==> config.mk <==
export PLATFORM = sky130hd
export DESIGN_NAME = seq_uart_loader
export DESIGN_NICKNAME = d
export VERILOG_FILES = /design/src/rtl/seq_uart_loader_pkg.sv /design/src/rtl/seq_uart_loader_rx.sv /design/src/rtl/seq_uart_loader.sv
export SDC_FILE = /design/constraint.sdc
export NUM_CORES = 1
export LEC_CHECK = 0
export ABC_AREA = 1
export CORE_MARGIN = 5
export CORE_UTILIZATION = 40
export DETAILED_ROUTE_END_ITERATION = 16
export GPL_TIMING_DRIVEN = 0
export PLACE_DENSITY_LB_ADDON = 0.25
export RECOVER_POWER = 50
export SLEW_MARGIN = 20
export SYNTH_ARGS = -nofsm -noshare
export SYNTH_HDL_FRONTEND = slang
export SYNTH_SLANG_ARGS = --single-unit
==> constraint.sdc <==
create_clock -name clk -period 6.3 [get_ports clk]
set_input_delay 1.26 -clock clk [delete_from_list [all_inputs] [get_ports clk]]
set_output_delay 1.26 -clock clk [all_outputs]
set_load 0.03 [all_outputs]
==> src/rtl/seq_uart_loader_pkg.sv <==
// Shared definitions for the UART program loader: FSM encodings, default
// serial settings and the sequencer opcode fields used to build test programs.
package seq_uart_loader_pkg;

   // Default system clock and serial rate; together they give 100 clocks per bit.
   localparam int DEFAULT_CLK_FREQ = 100_000_000;
   localparam int DEFAULT_BAUD     = 1_000_000;

   // Receiver states: wait for a start edge, qualify it, shift data, check stop.
   typedef enum logic [1:0] {
      R_IDLE  = 2'd0,
      R_START = 2'd1,
      R_DATA  = 2'd2,
      R_STOP  = 2'd3
   } rx_state_t;

   // Loader states: expect a count byte, collect words, wait for the FIFO to drain.
   typedef enum logic [1:0] {
      L_COUNT = 2'd0,
      L_LOAD  = 2'd1,
      L_DRAIN = 2'd2
   } ld_state_t;

   // Sequencer instruction format: opcode in bits [7:6], operand in [5:0].
   // The loader itself never decodes these; they only help build programs.
   localparam logic [1:0] seq_op_ld  = 2'b00;
   localparam logic [1:0] seq_op_add = 2'b01;
   localparam logic [1:0] seq_op_jmp = 2'b10;
   localparam logic [1:0] seq_op_out = 2'b11;

   // Pack an opcode and operand into one instruction word.
   function automatic logic [7:0] seq_inst(input logic [1:0] op, input logic [5:0] arg);
      return {op, arg};
   endfunction

endpackage

==> src/rtl/seq_uart_loader_rx.sv <==
// 8N1 UART receiver: two-flop synchronizer, start-bit qualification at mid-bit,
// LSB-first data capture and stop-bit check. byte_vld and frm_err are
// single-cycle strobes raised in the cycle the stop bit is sampled.
module uart_rx_core
   import seq_uart_loader_pkg::*;
#(
   parameter int CLKS_PER_BIT = 100
)(
   input  logic       clk,
   input  logic       rst_n,
   input  logic       rx,
   output logic [7:0] byte_wd,
   output logic       byte_vld,
   output logic       frm_err
);

   localparam int                CNT_W   = $clog2(CLKS_PER_BIT + 1);
   localparam logic [CNT_W-1:0]  HALF_M1 = CNT_W'(CLKS_PER_BIT / 2 - 1);
   localparam logic [CNT_W-1:0]  BIT_M1  = CNT_W'(CLKS_PER_BIT - 1);

   logic             rx_meta_q;
   logic             rx_sync_q;
   logic             rx_prev_q;
   rx_state_t        state_q, state_d;
   logic [CNT_W-1:0] cnt_q, cnt_d;
   logic [2:0]       bit_q, bit_d;
   logic [7:0]       shift_q, shift_d;

   // Bring rx into the clock domain; idle line level is high, so reset to 1.
   always_ff @(posedge clk or negedge rst_n) begin
      if (!rst_n) begin
         rx_meta_q <= 1'b1;
         rx_sync_q <= 1'b1;
         rx_prev_q <= 1'b1;
      end else begin
         rx_meta_q <= rx;
         rx_sync_q <= rx_meta_q;
         rx_prev_q <= rx_sync_q;
      end
   end

   // Receiver next-state logic; the baud counter restarts on every bit boundary.
   always_comb begin
      state_d  = state_q;
      cnt_d    = cnt_q;
      bit_d    = bit_q;
      shift_d  = shift_q;
      byte_vld = 1'b0;
      frm_err  = 1'b0;
      unique case (state_q)
         R_IDLE: begin
            cnt_d = '0;
            bit_d = '0;
            // Only a high-to-low transition starts a frame, so a line held
            // low after a framing error does not retrigger.
            if (!rx_sync_q && rx_prev_q) begin
               state_d = R_START;
            end
         end
         R_START: begin
            if (cnt_q == HALF_M1) begin
               cnt_d   = '0;
               // Still low at mid-bit: a real start bit. Otherwise a glitch.
               state_d = rx_sync_q ? R_IDLE : R_DATA;
            end else begin
               cnt_d = cnt_q + 1'b1;
            end
         end
         R_DATA: begin
            if (cnt_q == BIT_M1) begin
               cnt_d   = '0;
               shift_d = {rx_sync_q, shift_q[7:1]};
               bit_d   = bit_q + 3'd1;
               if (bit_q == 3'd7) begin
                  state_d = R_STOP;
               end
            end else begin
               cnt_d = cnt_q + 1'b1;
            end
         end
         R_STOP: begin
            if (cnt_q == BIT_M1) begin
               cnt_d   = '0;
               state_d = R_IDLE;
               if (rx_sync_q) begin
                  byte_vld = 1'b1;
               end else begin
                  frm_err  = 1'b1;
               end
            end else begin
               cnt_d = cnt_q + 1'b1;
            end
         end
         default: begin
            state_d = R_IDLE;
         end
      endcase
   end

   // Receiver state, baud counter, bit index and shift register.
   always_ff @(posedge clk or negedge rst_n) begin
      if (!rst_n) begin
         state_q <= R_IDLE;
         cnt_q   <= '0;
         bit_q   <= '0;
         shift_q <= '0;
      end else begin
         state_q <= state_d;
         cnt_q   <= cnt_d;
         bit_q   <= bit_d;
         shift_q <= shift_d;
      end
   end

   // All eight data bits are in place by the time the stop bit is sampled.
   assign byte_wd = shift_q;

endmodule

==> src/rtl/seq_uart_loader.sv <==
// Serial program loader for the sequencer. A count byte N is followed by N
// instruction bytes; the words are buffered in a FIFO and handed to the
// sequencer one per inst_vld strobe, spaced by ISSUE_GAP and held off by
// inst_busy. prog_done pulses once the last word of a program has gone out.
module seq_uart_loader
   import seq_uart_loader_pkg::*;
#(
   parameter int CLK_FREQ  = DEFAULT_CLK_FREQ,
   parameter int BAUD      = DEFAULT_BAUD,
   parameter int DEPTH     = 16,   // power of 2, at least 2
   parameter int ISSUE_GAP = 4
)(
   input  logic       clk,
   input  logic       rst_n,
   input  logic       rx,
   input  logic       inst_busy,
   output logic [7:0] inst_wd,
   output logic       inst_vld,
   output logic       prog_done,
   output logic       frm_err,
   output logic       ovf_err
);

   localparam int               CLKS_PER_BIT = CLK_FREQ / BAUD;
   localparam int               AW           = $clog2(DEPTH);
   localparam int               PW           = AW + 1;
   localparam int               GAP_W        = $clog2(ISSUE_GAP + 1);
   localparam logic [GAP_W-1:0] GAP_RELOAD   = GAP_W'(ISSUE_GAP - 1);

   // Receiver outputs
   logic [7:0]       byte_wd;
   logic             byte_vld;
   logic             rx_frm_err;

   // Loader and FIFO state
   ld_state_t        ld_state_q, ld_state_d;
   logic [7:0]       remain_q, remain_d;
   logic [PW-1:0]    wr_ptr_q, wr_ptr_d;
   logic [PW-1:0]    rd_ptr_q, rd_ptr_d;
   logic [7:0]       mem [DEPTH];
   logic [GAP_W-1:0] gap_q, gap_d;

   // Registered outputs
   logic [7:0]       inst_wd_q, inst_wd_d;
   logic             inst_vld_q, inst_vld_d;
   logic             prog_done_q, prog_done_d;
   logic             frm_err_q, frm_err_d;
   logic             ovf_err_q, ovf_err_d;

   logic             fifo_empty;
   logic             fifo_full;
   logic             issue;
   logic             push;

   uart_rx_core #(
      .CLKS_PER_BIT (CLKS_PER_BIT)
   ) u_rx (
      .clk      (clk),
      .rst_n    (rst_n),
      .rx       (rx),
      .byte_wd  (byte_wd),
      .byte_vld (byte_vld),
      .frm_err  (rx_frm_err)
   );

   // FIFO flags: the extra pointer MSB separates full from empty.
   always_comb begin
      fifo_empty = (wr_ptr_q == rd_ptr_q);
      fifo_full  = (wr_ptr_q[AW] != rd_ptr_q[AW]) &&
                   (wr_ptr_q[AW-1:0] == rd_ptr_q[AW-1:0]);
   end

   // Issue path: pop one word when data is waiting, the sequencer is free
   // and the spacing counter has run out. Independent of the loader state.
   always_comb begin
      issue      = !fifo_empty && !inst_busy && (gap_q == '0);
      rd_ptr_d   = rd_ptr_q;
      gap_d      = gap_q;
      inst_wd_d  = inst_wd_q;
      inst_vld_d = 1'b0;
      if (issue) begin
         rd_ptr_d   = rd_ptr_q + 1'b1;
         gap_d      = GAP_RELOAD;
         inst_vld_d = 1'b1;
         inst_wd_d  = mem[rd_ptr_q[AW-1:0]];
      end else if (gap_q != '0) begin
         gap_d = gap_q - 1'b1;
      end
   end

   // Loader FSM: frames the byte stream into count + words and drives pushes.
   always_comb begin
      ld_state_d  = ld_state_q;
      remain_d    = remain_q;
      push        = 1'b0;
      ovf_err_d   = 1'b0;
      prog_done_d = 1'b0;
      unique case (ld_state_q)
         L_COUNT: begin
            // A zero count is meaningless and is simply skipped.
            if (byte_vld && (byte_wd != 8'h00)) begin
               remain_d   = byte_wd;
               ld_state_d = L_LOAD;
            end
         end
         L_LOAD: begin
            if (byte_vld) begin
               // A pop in the same cycle frees a slot even when full.
               if (!fifo_full || issue) begin
                  push = 1'b1;
               end else begin
                  ovf_err_d = 1'b1;
               end
               // Count the byte either way so we stay aligned with the host.
               remain_d = remain_q - 8'd1;
               if (remain_q == 8'd1) begin
                  ld_state_d = L_DRAIN;
               end
            end
         end
         L_DRAIN: begin
            // Bytes arriving before the program has finished are not a new count.
            if (byte_vld) begin
               ovf_err_d = 1'b1;
            end
            // Empty FIFO means the last pop happened in an earlier cycle,
            // so this lands one cycle after its inst_vld.
            if (fifo_empty) begin
               prog_done_d = 1'b1;
               ld_state_d  = L_COUNT;
            end
         end
         default: begin
            ld_state_d = L_COUNT;
         end
      endcase
      wr_ptr_d  = push ? (wr_ptr_q + 1'b1) : wr_ptr_q;
      frm_err_d = rx_frm_err;
   end

   // FIFO storage; no reset so it maps onto RAM. Pointers alone define contents.
   always_ff @(posedge clk) begin
      if (push) begin
         mem[wr_ptr_q[AW-1:0]] <= byte_wd;
      end
   end

   // Loader, FIFO pointer, spacing counter and output registers.
   always_ff @(posedge clk or negedge rst_n) begin
      if (!rst_n) begin
         ld_state_q  <= L_COUNT;
         remain_q    <= '0;
         wr_ptr_q    <= '0;
         rd_ptr_q    <= '0;
         gap_q       <= '0;
         inst_wd_q   <= 8'h00;
         inst_vld_q  <= 1'b0;
         prog_done_q <= 1'b0;
         frm_err_q   <= 1'b0;
         ovf_err_q   <= 1'b0;
      end else begin
         ld_state_q  <= ld_state_d;
         remain_q    <= remain_d;
         wr_ptr_q    <= wr_ptr_d;
         rd_ptr_q    <= rd_ptr_d;
         gap_q       <= gap_d;
         inst_wd_q   <= inst_wd_d;
         inst_vld_q  <= inst_vld_d;
         prog_done_q <= prog_done_d;
         frm_err_q   <= frm_err_d;
         ovf_err_q   <= ovf_err_d;
      end
   end

   assign inst_wd   = inst_wd_q;
   assign inst_vld  = inst_vld_q;
   assign prog_done = prog_done_q;
   assign frm_err   = frm_err_q;
   assign ovf_err   = ovf_err_q;

endmodule

## After elaboration in Yosys (flattened, before gate mapping)

Memories as Yosys holds them, arrays and structs flattened. A register that Yosys moved wholly into a read port is not among the register bits.
Index checks and enable logic that the tools add are counted.

| word-level totals | value |
|---|---|
| output and inout port bits | 12 |
| bits in registers | 50 |
| memories | 1 |
| logic and storage cells | 109 |
| bits of input ports | 4 |
| bits in writable memories | 128 |

Memory list:

| memory | words | width | rd ports | clocked after memory_dff | write ports | RTL line | text |
|---|---|---|---|---|---|---|---|
| mem | 16 | 8 | 1 | 1 | 1 | seq_uart_loader.sv:40 | `logic [7:0] mem [DEPTH];` |

| cells by class | value |
|---|---|
| reduce and logical (&&, ||, !) cells | 25 |
| equality and inequality tests | 21 |
| $add $sub $neg | 6 |
| muxes and demuxes | 40 |

Operators by type and width:

| operator | number |
|---|---|
| one-hot mux 7 bit (3 select lines) | 1 |
| 2-to-1 mux 2 bit | 10 |
| 2-to-1 mux 1 bit | 17 |
| 2-to-1 mux 8 bit | 2 |
| one-hot mux 8 bit (2 select lines) | 1 |
| 2-to-1 mux 7 bit | 2 |
| adder 5 x 1 -> 5 bit, second input constant | 2 |
| != test 2 x 1 -> 1 bit, second input constant | 5 |
| 2-to-1 mux 3 bit | 3 |
| equality test 8 x 1 -> 1 bit, second input constant | 1 |
| != test 2 bit, second input constant | 4 |
| one-hot mux 2 bit (4 select lines) | 1 |
| nonzero test 8 bit | 1 |
| subtractor 8 x 1 -> 8 bit, second input constant | 1 |
| adder 7 x 1 -> 7 bit, second input constant | 1 |
| equality test 7 x 6 -> 1 bit, second input constant | 1 |
| equality test 7 bit, second input constant | 1 |
| equality test 2 bit, second input constant | 3 |
| one-hot mux 2 bit (3 select lines) | 1 |
| one-hot mux 3 bit (2 select lines) | 1 |
| nonzero test 2 bit | 3 |
| equality test 5 bit | 1 |
| logical AND 1 bit | 5 |
| zero test 1 bit | 5 |
| other kinds (16) | 19 |

## Longest topological paths before layout

| logic depth | value |
|---|---|
| depth in word-level cells | 10 |
| depth in mapped cells | 12 |
| mapped depth without buffers | 10 |

## Cells and area by module

From an unflattened synthesis, not the netlist that was laid out.

| second synthesis, totals | value |
|---|---|
| cell total of the unflattened synthesis | 778 |
| area, all modules | 8,295.5 µm² |

By module, submodules not included:

| module | cells an instance | area an instance (µm²) | times used | sequential area each (µm²) |
|---|---|---|---|---|
| seq_uart_loader | 663 | 7,188.1 | 1 | 4,719.5 |
| uart_rx_core | 115 | 1,107.3 | 1 | 579.3 |

## Least setup slack after synthesis

No wires, ideal clock.

| path | value |
|---|---|
| path kind | input-to-reg |
| start | input inst_busy |
| end | memory mem[0][0], enable pin |
| slack | 3.759 ns |
| buffers on the path | 1 |
| required time | 5.930 ns |
| arrival time | 2.170 ns |
| library setup time | 0.370 ns |
| stages | 4 |
| path through | o2111ai_2 -> buf_4 -> nand4_2 -> nor2_1 |

| between the ends | value |
|---|---|
| word-level cells in the longest chain between the ends | 9 |

Ends and longest elaborated chain:

| item | RTL line | text |
|---|---|---|
| from (decl) | seq_uart_loader.sv:16 | `input logic inst_busy,` |
| zero test 1 bit | seq_uart_loader.sv:76 | `issue = !fifo_empty && !inst_busy && (gap_q == '0);` |
| logical AND 1 bit (2 in a row) | seq_uart_loader.sv:76 |  |
| logical OR 1 bit | seq_uart_loader.sv:109 | `if (!fifo_full \|\| issue) begin` |
| 2-to-1 mux 1 bit | seq_uart_loader.sv:109 |  |
| 2-to-1 mux 1 bit | seq_uart_loader.sv:107 | `if (byte_vld) begin` |
| 2-to-1 mux 1 bit | seq_uart_loader.sv:98 | `unique case (ld_state_q)` |
| 2-to-1 mux 1 bit | seq_uart_loader.sv:143 | `if (push) begin` |
| 2-to-1 mux 1 bit (not written as such) | seq_uart_loader.sv:144 | `mem[wr_ptr_q[AW-1:0]] <= byte_wd;` |
| to (decl) | seq_uart_loader.sv:40 |  |

No other way between the ends.

==> reports/metrics.cfg <==
[pwr]
p_comb_share_pct = 31.2
ir_drop_mv = 0.209
power.leakage_nw = 3.94
powerDensity_mw_per_mm2 = 386
p_sw_w = 0.00130
fin_total_pwr_w = 0.00359
internal_power_w = 0.00229
switching_share_pct = 36.1
clockPowerShare_pct = 29.2
seqPwrFrac_pct = 39.6

[clock_tree]
clk_latency_ps = 440
postCtsSetupRepairBufs = 0
clock_sink_count = 186
ctsHoldBuffers = 0
cts-buffers-inserted = 17
path_clk_slew_ps = 70
cts_root_buf = clkbuf_16
h-tree-depth = 4
cts_max_path_buffers = 2
cts_resized = 0
cts_tree = built

[logic_synthesis]
ys.flop_type = edfxtp_1
syn-cell-area_sq_mm = 0.00826
synth-compound-area-share_pct = 8.96
synth_top_family_by_area = simple AND/OR/NAND/NOR gates
synth_nets = 805
async_flop_share_pct = 31.2
synth_edf_count = 128
yosysTopAreaCellShare_pct = 46.6
ys_ff_latch = 186
synth_cells = 785
ys_types = 39
synth_warnings = 0
synthMuxAreaShare_pct = 0
seq_area_frac_synth_pct = 64.2
synthSimpleGateAreaFrac_pct = 18.0
synth_common_cells = nand2_1, nor2_1, edfxtp_1
synth.area.top_cells = edfxtp_1, dfrtp_1, nand2_1
synth_xor_xnor_area_share_pct = 1.68
synth.most_common_cell = nand2_1
yosysTopAreaCell = edfxtp_1
synth.avg_cell_area_sq_um = 10.5
yosys.area_share.adder_pct = 2.42

[critical_path]
crit_required_ps = 6330
critPathLaunchType = input port
crit_slowest_cell = clkbuf_1
crit_buf_inv = 2
crit_top_cell = clkbuf_1
crit_type = in -> async
cp_max_fo = 44
slowest_delay_ps = 1780
end_kind = async pin
crit_family = buffers and inverters
crit_chain = clkbuf_1 -> clkbuf_1
arrival_ps = 3650

[final_layout]
regArea_sq_mm = 0.00530
nets = 840
diodes = 0
syn_to_final_growth_pct = 12.5
layout-drive-gt1-share_pct = 9.12
fill_cells = 1912
multi_input_area_sq_mm = 0.00255

[timing]
rsz0062_at_grt = no
fmax_ghz = 0.276
finalSetupTns_ps = 0
slew_headroom_pct = -62.4
fin_crit_sh_pct = 57.4
finalSetupViolCount = 0
fin_skew_ps = 15.1
worst_slack_ps = 2680
post-route-min-period_ps = 3620
tightest_slew_ps = 2440
hold_violations = 0
finalMaxSlewViolations = 45

[global_routing]
grt_pass1_wl_microns = 29500
grt_pass1_vias = 5392
grt.total_usage_pct = 16.1
antenna_found_initial = 0
grt.overflow.total = 0
grt_max_degree = 45

[die]
io_pins = 16
die_x_microns = 154
core-area_sq_mm = 0.0203
initial_core_util_pct = 40.7
die_h_microns = 154
rows = 52
design.die.area_sq_mm = 0.0236

[route]
wl_microns = 18300
wl_per_cell_microns = 16.6
vias = 5490
postRouteAntennaNets = 0
route.detailed.drc = 0
viasPerCell = 4.98
drtIter0Drc = 382
drtPass1Iterations = 5

[placed_design]
gp_congestion = 0.826
post-place-ws_ps = 2760
port_buffers = 15
dp_hpwl_microns = 12300

[outcome]
status = finished, violations left
violations = capacitance limit, slew limit

[worst_hold_path]
holdCritPathClass = reg -> reg

[flow_run]
drv_cap = 1

[state kept, by name, summed over array words and instances (netlist names), named ones only]
register,cells
u_rx.bit_q,3
u_rx.rx_prev_q,1
u_rx.byte_wd,8
u_rx.state_q,1
gap_q,3
inst_vld,1
mem,128
rd_ptr_q,5
inst_wd,8
remain_q,8
prog_done,1
frm_err,1
wr_ptr_q,5
u_rx.cnt_q,7
u_rx.rx_meta_q,1
ld_state_q,2
u_rx.rx_sync_q,1
ovf_err,1
[power by group through the flow]
| stage | Clock (W) | Sequential [W] | Combinational (W) |
|---|---|---|---|
| finish | 0.00105 | 0.00142 | 0.00112 |
| global route | 0.00111 | 0.00143 | 0.00127 |
| CTS | 0.00106 | 0.00142 | 0.00114 |
| detailed placement | 0 | 0.00145 | 0.00113 |
| global placement | 0 | 0.00145 | 0.00112 |
| floorplan | 0 | 0.00147 | 0.000744 |
[cells by family (layout without fill, tap and decap cells)]
| kind of cell | count (synthesis) | after routing |
|---|---|---|
| simple gates | 343 | 343 |
| flops | 186 | 186 |
| compound gates | 134 | 134 |
| buf+inv | 91 | 139 |
| fa+ha+maj | 16 | 16 |
| xor+xnor | 15 | 15 |
[cell type report]
cell class	instances	area share, %
Timing Repair Buffer	16	1.59
Multi-Input combinational cell	508	27.4
Clock buffer	18	4.62
Clock inverter	14	1.45
Buffer	31	1.83
Sequential cell	186	57.0
Tap cell	270	3.64
Inverter	60	2.42
[cell usage in the layout (no fill, tap or decap), drive strengths merged]
cell type / instances
o22ai: 1
a21oi: 8
bufinv: 1
nand3b: 1
clkdlybuf4s50: 13
xor2: 13
a211oi: 1
nor3: 5
clkinv: 5
inv: 66
xnor2: 2
edfxtp: 128
buf: 22
nor2: 141
nor4: 1
o211ai: 16
dfstp: 3
ha: 16
o2111ai: 2
dlygate4sd3: 1
clkinvlp: 2
dfrtp: 55
nand3: 33
o21ai: 106
nand4: 14
clkbuf: 29
nand2: 148
[metrics by stage]
step | utilization, % | instances | area (sq um) | hold slack [ps]
5_1_grt | 45.8 | 1103 | 9290 | 367
6_report | 45.8 | 1103 | 9290 | 363
3_5_place_dp | 43.2 | 1071 | 8770 | 347
3_3_place_gp | 43.1 | 1070 | 8740 | 347
2_1_floorplan | - | 785 | 8260 | 345
4_1_cts | 46.0 | 1103 | 9330 | 358
[layer usage]
layer	wire (microns)	GRT usage (%)	share of wire (%)	up-vias
met4	380	5.76	2.1	0
met3	700	2.95	3.8	29
li1	-	-	-	2732
met2	9020	26.0	49	116
met1	8220	21.9	45	2613
met5	0	0	0	-
[worst paths after layout]
| check | start | endpoint | slack, ps | cells after the start |
|---|---|---|---|---|
| max | rst_n | u_rx.bit_q[0] | 2680 | 2 |
| min | u_rx.rx_meta_q | u_rx.rx_sync_q | 360 | 0 |
| max reg2reg | ld_state_q[1] | mem[5][6] | 3560 | 6 |
| min reg2reg | u_rx.rx_meta_q | u_rx.rx_sync_q | 360 | 0 |
| max in group clk | inst_busy | mem[12][5] | 3260 | 5 |
| min in group asynchronous | rst_n | gap_q[1] | 860 | 1 |
Note: power is estimated with default switching activity, not from simulation.
